### src/rtl/multicycle_ctrl.sv
// rtl/multicycle_ctrl.sv - multicycle RISC-V control FSM; MC_ILLEGAL_TRAP_EN enables the illegal-op trap state
module multicycle_ctrl (
    input  logic       clk,
    input  logic       rst_n,
    input  logic [6:0] op,
    input  logic [2:0] funct3,
    input  logic       funct7,
    input  logic       Zero,
    input  logic       mem_ready,
    output logic       PCWrite,
    output logic       AdrSrc,
    output logic       MemWrite,
    output logic       IRWrite,
    output logic       RegWrite,
    output logic [1:0] ResultSrc,
    output logic [1:0] ImmSrc,
    output logic [1:0] ALUSrcA,
    output logic [1:0] ALUSrcB,
    output logic [2:0] ALUControl,
    output logic [3:0] state,
    output logic       illegal
);

    typedef enum logic [3:0] {
        S_FETCH    = 4'd0,
        S_DECODE   = 4'd1,
        S_MEMADR   = 4'd2,
        S_MEMREAD  = 4'd3,
        S_MEMWB    = 4'd4,
        S_MEMWRITE = 4'd5,
        S_EXECR    = 4'd6,
        S_ALUWB    = 4'd7,
        S_EXECI    = 4'd8,
        S_JAL      = 4'd9,
        S_BEQ      = 4'd10,
        S_TRAP     = 4'd11
    } state_t;

    typedef enum logic [1:0] {
        ALUOP_ADD   = 2'd0,
        ALUOP_SUB   = 2'd1,
        ALUOP_FUNCT = 2'd2
    } aluop_t;

    localparam logic [6:0] OP_LOAD  = 7'b0000011;
    localparam logic [6:0] OP_STORE = 7'b0100011;
    localparam logic [6:0] OP_RTYPE = 7'b0110011;
    localparam logic [6:0] OP_ITYPE = 7'b0010011;
    localparam logic [6:0] OP_JAL   = 7'b1101111;
    localparam logic [6:0] OP_BEQ   = 7'b1100011;

    state_t state_q;
    state_t state_d;
    aluop_t alu_op;

    // State register; reset aborts whatever instruction is in flight, including a held store
    always_ff @(posedge clk or negedge rst_n) begin
        if (!rst_n) begin
            state_q <= S_FETCH;
        end else begin
            state_q <= state_d;
        end
    end

    // Next-state sequencing; memory states stall on mem_ready, unused codes fall back to FETCH
    always_comb begin
        state_d = S_FETCH;
        case (state_q)
            S_FETCH:    state_d = mem_ready ? S_DECODE : S_FETCH;
            S_DECODE: begin
                case (op)
                    OP_LOAD, OP_STORE: state_d = S_MEMADR;
                    OP_RTYPE:          state_d = S_EXECR;
                    OP_ITYPE:          state_d = S_EXECI;
                    OP_JAL:            state_d = S_JAL;
                    OP_BEQ:            state_d = S_BEQ;
`ifdef MC_ILLEGAL_TRAP_EN
                    default:           state_d = S_TRAP;
`else
                    default:           state_d = S_FETCH;
`endif
                endcase
            end
            S_MEMADR:   state_d = (op == OP_LOAD) ? S_MEMREAD : S_MEMWRITE;
            S_MEMREAD:  state_d = mem_ready ? S_MEMWB : S_MEMREAD;
            S_MEMWB:    state_d = S_FETCH;
            S_MEMWRITE: state_d = mem_ready ? S_FETCH : S_MEMWRITE;
            S_EXECR:    state_d = S_ALUWB;
            S_EXECI:    state_d = S_ALUWB;
            S_ALUWB:    state_d = S_FETCH;
            S_JAL:      state_d = S_ALUWB;
            S_BEQ:      state_d = S_FETCH;
`ifdef MC_ILLEGAL_TRAP_EN
            S_TRAP:     state_d = S_TRAP;
`else
            S_TRAP:     state_d = S_FETCH;
`endif
            default:    state_d = S_FETCH;
        endcase
    end

    // Datapath controls per state; anything not driven by a state stays at zero
    always_comb begin
        PCWrite   = 1'b0;
        AdrSrc    = 1'b0;
        MemWrite  = 1'b0;
        IRWrite   = 1'b0;
        RegWrite  = 1'b0;
        ResultSrc = 2'b00;
        ImmSrc    = 2'b00;
        ALUSrcA   = 2'b00;
        ALUSrcB   = 2'b00;
        alu_op    = ALUOP_ADD;
        case (state_q)
            S_FETCH: begin
                ALUSrcB   = 2'b10;
                ResultSrc = 2'b10;
                IRWrite   = mem_ready;
                PCWrite   = mem_ready;
            end
            S_DECODE: begin
                ALUSrcA = 2'b01;
                ALUSrcB = 2'b01;
                ImmSrc  = 2'b10;
            end
            S_MEMADR: begin
                ALUSrcA = 2'b10;
                ALUSrcB = 2'b01;
                ImmSrc  = (op == OP_LOAD) ? 2'b00 : 2'b01;
            end
            S_MEMREAD: begin
                AdrSrc = 1'b1;
            end
            S_MEMWB: begin
                ResultSrc = 2'b01;
                RegWrite  = 1'b1;
            end
            S_MEMWRITE: begin
                AdrSrc   = 1'b1;
                MemWrite = 1'b1;
            end
            S_EXECR: begin
                ALUSrcA = 2'b10;
                alu_op  = ALUOP_FUNCT;
            end
            S_EXECI: begin
                ALUSrcA = 2'b10;
                ALUSrcB = 2'b01;
                alu_op  = ALUOP_FUNCT;
            end
            S_ALUWB: begin
                RegWrite = 1'b1;
            end
            S_JAL: begin
                ALUSrcA = 2'b01;
                ALUSrcB = 2'b10;
                ImmSrc  = 2'b11;
                PCWrite = 1'b1;
            end
            S_BEQ: begin
                ALUSrcA = 2'b10;
                ImmSrc  = 2'b10;
                alu_op  = ALUOP_SUB;
                PCWrite = Zero;
            end
            default: begin
            end
        endcase
    end

    // ALU operation decode; subtract only for R-type with funct7 set
    always_comb begin
        ALUControl = 3'b000;
        case (alu_op)
            ALUOP_SUB: ALUControl = 3'b001;
            ALUOP_FUNCT: begin
                case (funct3)
                    3'b000:  ALUControl = (op[5] && funct7) ? 3'b001 : 3'b000;
                    3'b010:  ALUControl = 3'b101;
                    3'b110:  ALUControl = 3'b011;
                    3'b111:  ALUControl = 3'b010;
                    default: ALUControl = 3'b000;
                endcase
            end
            default: ALUControl = 3'b000;
        endcase
    end

    assign state = state_q;

`ifdef MC_ILLEGAL_TRAP_EN
    assign illegal = (state_q == S_TRAP);
`else
    assign illegal = 1'b0;
`endif

endmodule

### config.mk
export PLATFORM = sky130hd
export DESIGN_NAME = multicycle_ctrl
export DESIGN_NICKNAME = d
export VERILOG_FILES = /design/src/rtl/multicycle_ctrl.sv
export SDC_FILE = /design/constraint.sdc
export NUM_CORES = 1
export LEC_CHECK = 0
export CAP_MARGIN = 5
export CORE_UTILIZATION = 42
export DETAILED_ROUTE_END_ITERATION = 8
export DONT_BUFFER_PORTS = 1
export GPL_ROUTABILITY_DRIVEN = 0
export GPL_TIMING_DRIVEN = 0
export MAX_ROUTING_LAYER = met4
export PLACE_DENSITY = 0.57
export SLEW_MARGIN = 20
export SYNTH_ARGS = -nofsm -noshare
export SYNTH_HDL_FRONTEND = slang
export SYNTH_SLANG_ARGS = --single-unit
### constraint.sdc
create_clock -name clk -period 2.5 [get_ports clk]
set_clock_uncertainty 0.1 [all_clocks]
set_input_delay 0.625 -clock clk [delete_from_list [all_inputs] [get_ports clk]]
set_output_delay 0.625 -clock clk [all_outputs]
set_load 0.05 [all_outputs]
==> impl_results.html <==
<table>
<tr><th>Metric</th><th>Value</th></tr>
<tr><th colspan="2">Run status</th></tr>
<tr><td>Result of the run</td><td>finished, violations left</td></tr>
<tr><td>Violated checks</td><td>setup timing</td></tr>
<tr><th colspan="2">Yosys</th></tr>
<tr><td>Top flip-flop cell by instance count after synthesis</td><td>sky130_fd_sc_hd__dfrtp_1</td></tr>
<tr><td>Mapped Cells</td><td>91</td></tr>
<tr><td>Mapped Nets</td><td>108</td></tr>
<tr><td>Number of synthesized flops with an enable pin</td><td>0</td></tr>
<tr><td>Synthesized area per cell</td><td>7.12 µm²</td></tr>
<tr><td>Yosys cell types</td><td>39</td></tr>
<tr><td>Seq cells post-synth</td><td>4</td></tr>
<tr><td>Number of synthesis warnings</td><td>0</td></tr>
<tr><td>Proportion of synthesized chip area in sequential cells</td><td>15.4%</td></tr>
<tr><td>Asr flop ratio synth</td><td>100%</td></tr>
<tr><td>Mapped Area</td><td>648 µm²</td></tr>
<tr><th colspan="2">Clock network</th></tr>
<tr><td>Buffer levels on the longest clock path</td><td>2</td></tr>
<tr><td>TritonCTS Sinks</td><td>4</td></tr>
<tr><td>Buffer cell driving the clock tree root</td><td>sky130_fd_sc_hd__clkbuf_4</td></tr>
<tr><td>Clock tree from TritonCTS</td><td>yes</td></tr>
<tr><td>Later-pin clock latency in the skew report</td><td>230 ps</td></tr>
<tr><td>Number of buffers created by CTS</td><td>3</td></tr>
<tr><td>Clock input transition at the sequential cells of the worst setup and hold paths</td><td>40 ps</td></tr>
<tr><td>H-Tree Depth</td><td>1</td></tr>
<tr><th colspan="2">Route</th></tr>
<tr><td>Violation count after the first detailed-routing iteration</td><td>13</td></tr>
<tr><td>Routed Wire Length</td><td>1.90 mm</td></tr>
<tr><td>Final routed wire length divided by cell count</td><td>16.1 µm</td></tr>
<tr><td>Length of routed met3 wiring</td><td>175 µm</td></tr>
<tr><td>Post-route DRC violation count</td><td>0</td></tr>
<tr><td>Vias</td><td>735</td></tr>
<tr><td>Highest metal layer with signal wires</td><td>met3</td></tr>
<tr><td>Drt pass-1 iters</td><td>4</td></tr>
<tr><td>Remaining antenna violation count</td><td>0</td></tr>
<tr><td>Vias per inst</td><td>6.23</td></tr>
<tr><td>Met1 wire length</td><td>814 µm</td></tr>
<tr><td>Met2 wire len</td><td>913 µm</td></tr>
<tr><th colspan="2">Power and ir drop</th></tr>
<tr><td>Max rail drop VDD</td><td>443 µV</td></tr>
<tr><td>Pwr Total</td><td>433 µW</td></tr>
<tr><td>PwrDens</td><td>447 nW/µm²</td></tr>
<tr><td>Leakage component of the power</td><td>0.000339 µW</td></tr>
<tr><th colspan="2">STA</th></tr>
<tr><td>Normalized max-slew margin</td><td>36.6%</td></tr>
<tr><td>Setup TNS after final layout</td><td>-2190 ps</td></tr>
<tr><td>Final Hold Vio Count</td><td>0</td></tr>
<tr><td>Final period demand of the worst path</td><td>3140 ps</td></tr>
<tr><td>Setup violation total in the final timing report</td><td>9</td></tr>
<tr><td>Worst setup slack after layout</td><td>-640 ps</td></tr>
<tr><td>Fmax</td><td>318 MHz</td></tr>
<tr><td>Final cycle utilization of the critical path</td><td>126%</td></tr>
<tr><td>Actual slew at the worst max-slew pin</td><td>945 ps</td></tr>
<tr><td>RSZ-0062 raised after global routing</td><td>true</td></tr>
<tr><td>Final count of pins violating max slew</td><td>0</td></tr>
<tr><th colspan="2">Worst setup path</th></tr>
<tr><td>Crit path largest cell delay</td><td>620 ps</td></tr>
<tr><td>Register-to-Register Setup Slack</td><td>540 ps</td></tr>
<tr><td>Cell-by-cell listing of the critical path</td><td>buf_6, nand2b_4, mux2_4, or2_4, ha_4, nor4_4</td></tr>
<tr><td>Arrival time worst endpoint</td><td>2410 ps</td></tr>
<tr><td>Endpoint of the lowest-slack register-to-register path</td><td>state[2]</td></tr>
<tr><td>Critical path's slowest cell</td><td>sky130_fd_sc_hd__nor4_4</td></tr>
<tr><td>CP Launch Point</td><td>state[2]</td></tr>
<tr><td>Critical path endpoint category</td><td>output port</td></tr>
<tr><td>Worst EP required</td><td>1770 ps</td></tr>
<tr><td>Path type of the worst setup path</td><td>flip-flop to output port</td></tr>
<tr><td>Maximum fanout along the worst path</td><td>4</td></tr>
<tr><td>Critical register-to-register path startpoint</td><td>state[0]</td></tr>
<tr><td>Critical path launch point type</td><td>flip-flop</td></tr>
<tr><td>Cells on worst reg2reg path</td><td>4</td></tr>
<tr><td>Worst setup path endpoint</td><td>ALUControl[2]</td></tr>
<tr><th colspan="2">Final layout</th></tr>
<tr><td>Leading cell types in the layout, fill and taps excluded</td><td>sky130_fd_sc_hd__buf_4 (9), sky130_fd_sc_hd__nor2_1 (6), sky130_fd_sc_hd__nor2_4 (5)</td></tr>
<tr><td>Share of post-route cells with drive strength above 1</td><td>51.5%</td></tr>
<tr><td>Leading cell type in the layout, fill and taps excluded</td><td>sky130_fd_sc_hd__buf_4</td></tr>
<tr><td>Number of nets in the layout</td><td>121</td></tr>
<tr><td>Area growth from synthesis to layout</td><td>49.2%</td></tr>
<tr><td>Diode insertion count for antenna repair</td><td>0</td></tr>
<tr><td>Number of flip-flops under the largest register name</td><td>4</td></tr>
<tr><th colspan="2">Global route</th></tr>
<tr><td>Global-route total usage across every layer</td><td>23.8%</td></tr>
<tr><td>Via count of the first global-routing pass</td><td>600</td></tr>
<tr><td>Antenna violations before repair</td><td>0</td></tr>
<tr><td>Remaining Overflow, GRT</td><td>0</td></tr>
<tr><td>Wire length of the first global-routing pass</td><td>2.58 mm</td></tr>
<tr><td>Maximum number of pins on one net before global-route repair</td><td>11</td></tr>
<tr><th colspan="2">Floorplanning</th></tr>
<tr><td>Effective utilization at floorplan</td><td>47.4%</td></tr>
<tr><td>Chip width</td><td>41.3 µm</td></tr>
<tr><td>Row count</td><td>13</td></tr>
<tr><td>Core Box Area</td><td>1370 µm²</td></tr>
<tr><td>Die Footprint</td><td>1700 µm²</td></tr>
<tr><td>Top Ports</td><td>36</td></tr>
<tr><td>Die H</td><td>41.3 µm</td></tr>
<tr><th colspan="2">Run</th></tr>
<tr><td>Max-cap violation count</td><td>0</td></tr>
<tr><th colspan="2">Worst hold path</th></tr>
<tr><td>Hold Startpoint</td><td>op[4]</td></tr>
<tr><td>Path type of the worst min-delay path</td><td>primary input to flip-flop</td></tr>
<tr><th colspan="2">Placed design</th></tr>
<tr><td>Placed wire-length estimate</td><td>1.30 mm</td></tr>
<tr><td>I/O Buffers</td><td>0</td></tr>
</table>
## worst max-delay path, delay by kind of cell, from the launching register on
kind          cells  cell delay, ps
simple gates      3            1000
mux               1             280
buf+inv           1             170
flops             1             510
fa+ha+maj         1             240
## kinds of logic (layout without fill, tap and decap cells)
| group | Yosys count | count (layout) | share of synthesized area (%) |
|---|---|---|---|
| AO/OA/AOI/OAI | 21 | 21 | 21.2 |
| multiplexers | 1 | 1 | 1.74 |
| other | 1 | 1 | 0.579 |
| buffers and inverters | 11 | 23 | 8.88 |
| adder cells (fa/ha/maj) | 3 | 3 | 5.40 |
| XOR/XNOR | 3 | 3 | 4.05 |
| flip-flops | 4 | 4 | 15.4 |
| AND/OR/NAND/NOR | 47 | 47 | 42.7 |
## metrics by stage
step | hold slack (ps) | setup WS (ps) | util, % | instances | area [µm²]
after CTS | 478 | -649 | 65.3 | 113 | 892
final | 478 | -640 | 70.8 | 118 | 967
after detailed placement | 230 | -439 | 54.6 | 106 | 746
after global placement | 230 | -440 | 54.6 | 106 | 746
after floorplan | 229 | -369 | - | 91 | 727
after global routing | 488 | -699 | 70.8 | 118 | 967
## how the worst min path moves through the flow
stage                     slack, ps  endpoint  depth (start not counted)
after floorplan                 230  state[0]                          0
after global placement          230  state[1]                          0
after detailed placement        230  state[1]                          0
after CTS                       480  state[3]                          2
after global routing            490  state[3]                          2
final                           480  state[3]                          2
## layout make-up
class | instances | area [µm²]
Tap cell | 15 | 18.8
Buffer | 6 | 65.1
Multi-Input combinational cell | 76 | 661
Fill cell | 125 | 399
Inverter | 5 | 18.8
Timing Repair Buffer | 8 | 65.1
Clock buffer | 4 | 26.3
Sequential cell | 4 | 113
## report_power, final
group          internal, µW  total, µW  switching [µW]
Combinational          74.0        250             176
Clock                  59.9       85.8            26.0
Sequential             72.1       96.6            24.5
Total                   206        433             227
## timing repair
action | CTS | global route
gates cloned | 0 | 0
endpoints found under the setup margin | 16 | 12
hold endpoints to repair | 4 | 0
resized for setup | 26 | 11
hold buffers | 1 | 0
setup buffers | 2 | 5
pin swaps | 10 | 9
## layer usage
layer / GRT usage (%) / up-vias
li1: - / 351
met1: 30.3 / 343
met2: 34.4 / 41
met3: 6.52 / 0
met4: 11.3 / 0
met5: - / -
## Yosys cell counts (all sizes together) (2+ instances only)
library cell,n,area share [%]
dfrtp,4,15
o211ai,3,3.5
inv,5,2.9
nand2b,5,6.0
nor4,3,2.9
nor2,13,7.5
nand4,2,1.9
nand2,5,2.9
a21oi,6,4.6
or2,2,1.9
nor3,7,5.4
ha,2,3.9
o21ai,5,3.9
xnor2,2,2.7
buf,6,6.0
(Power assumes the default switching activity.)
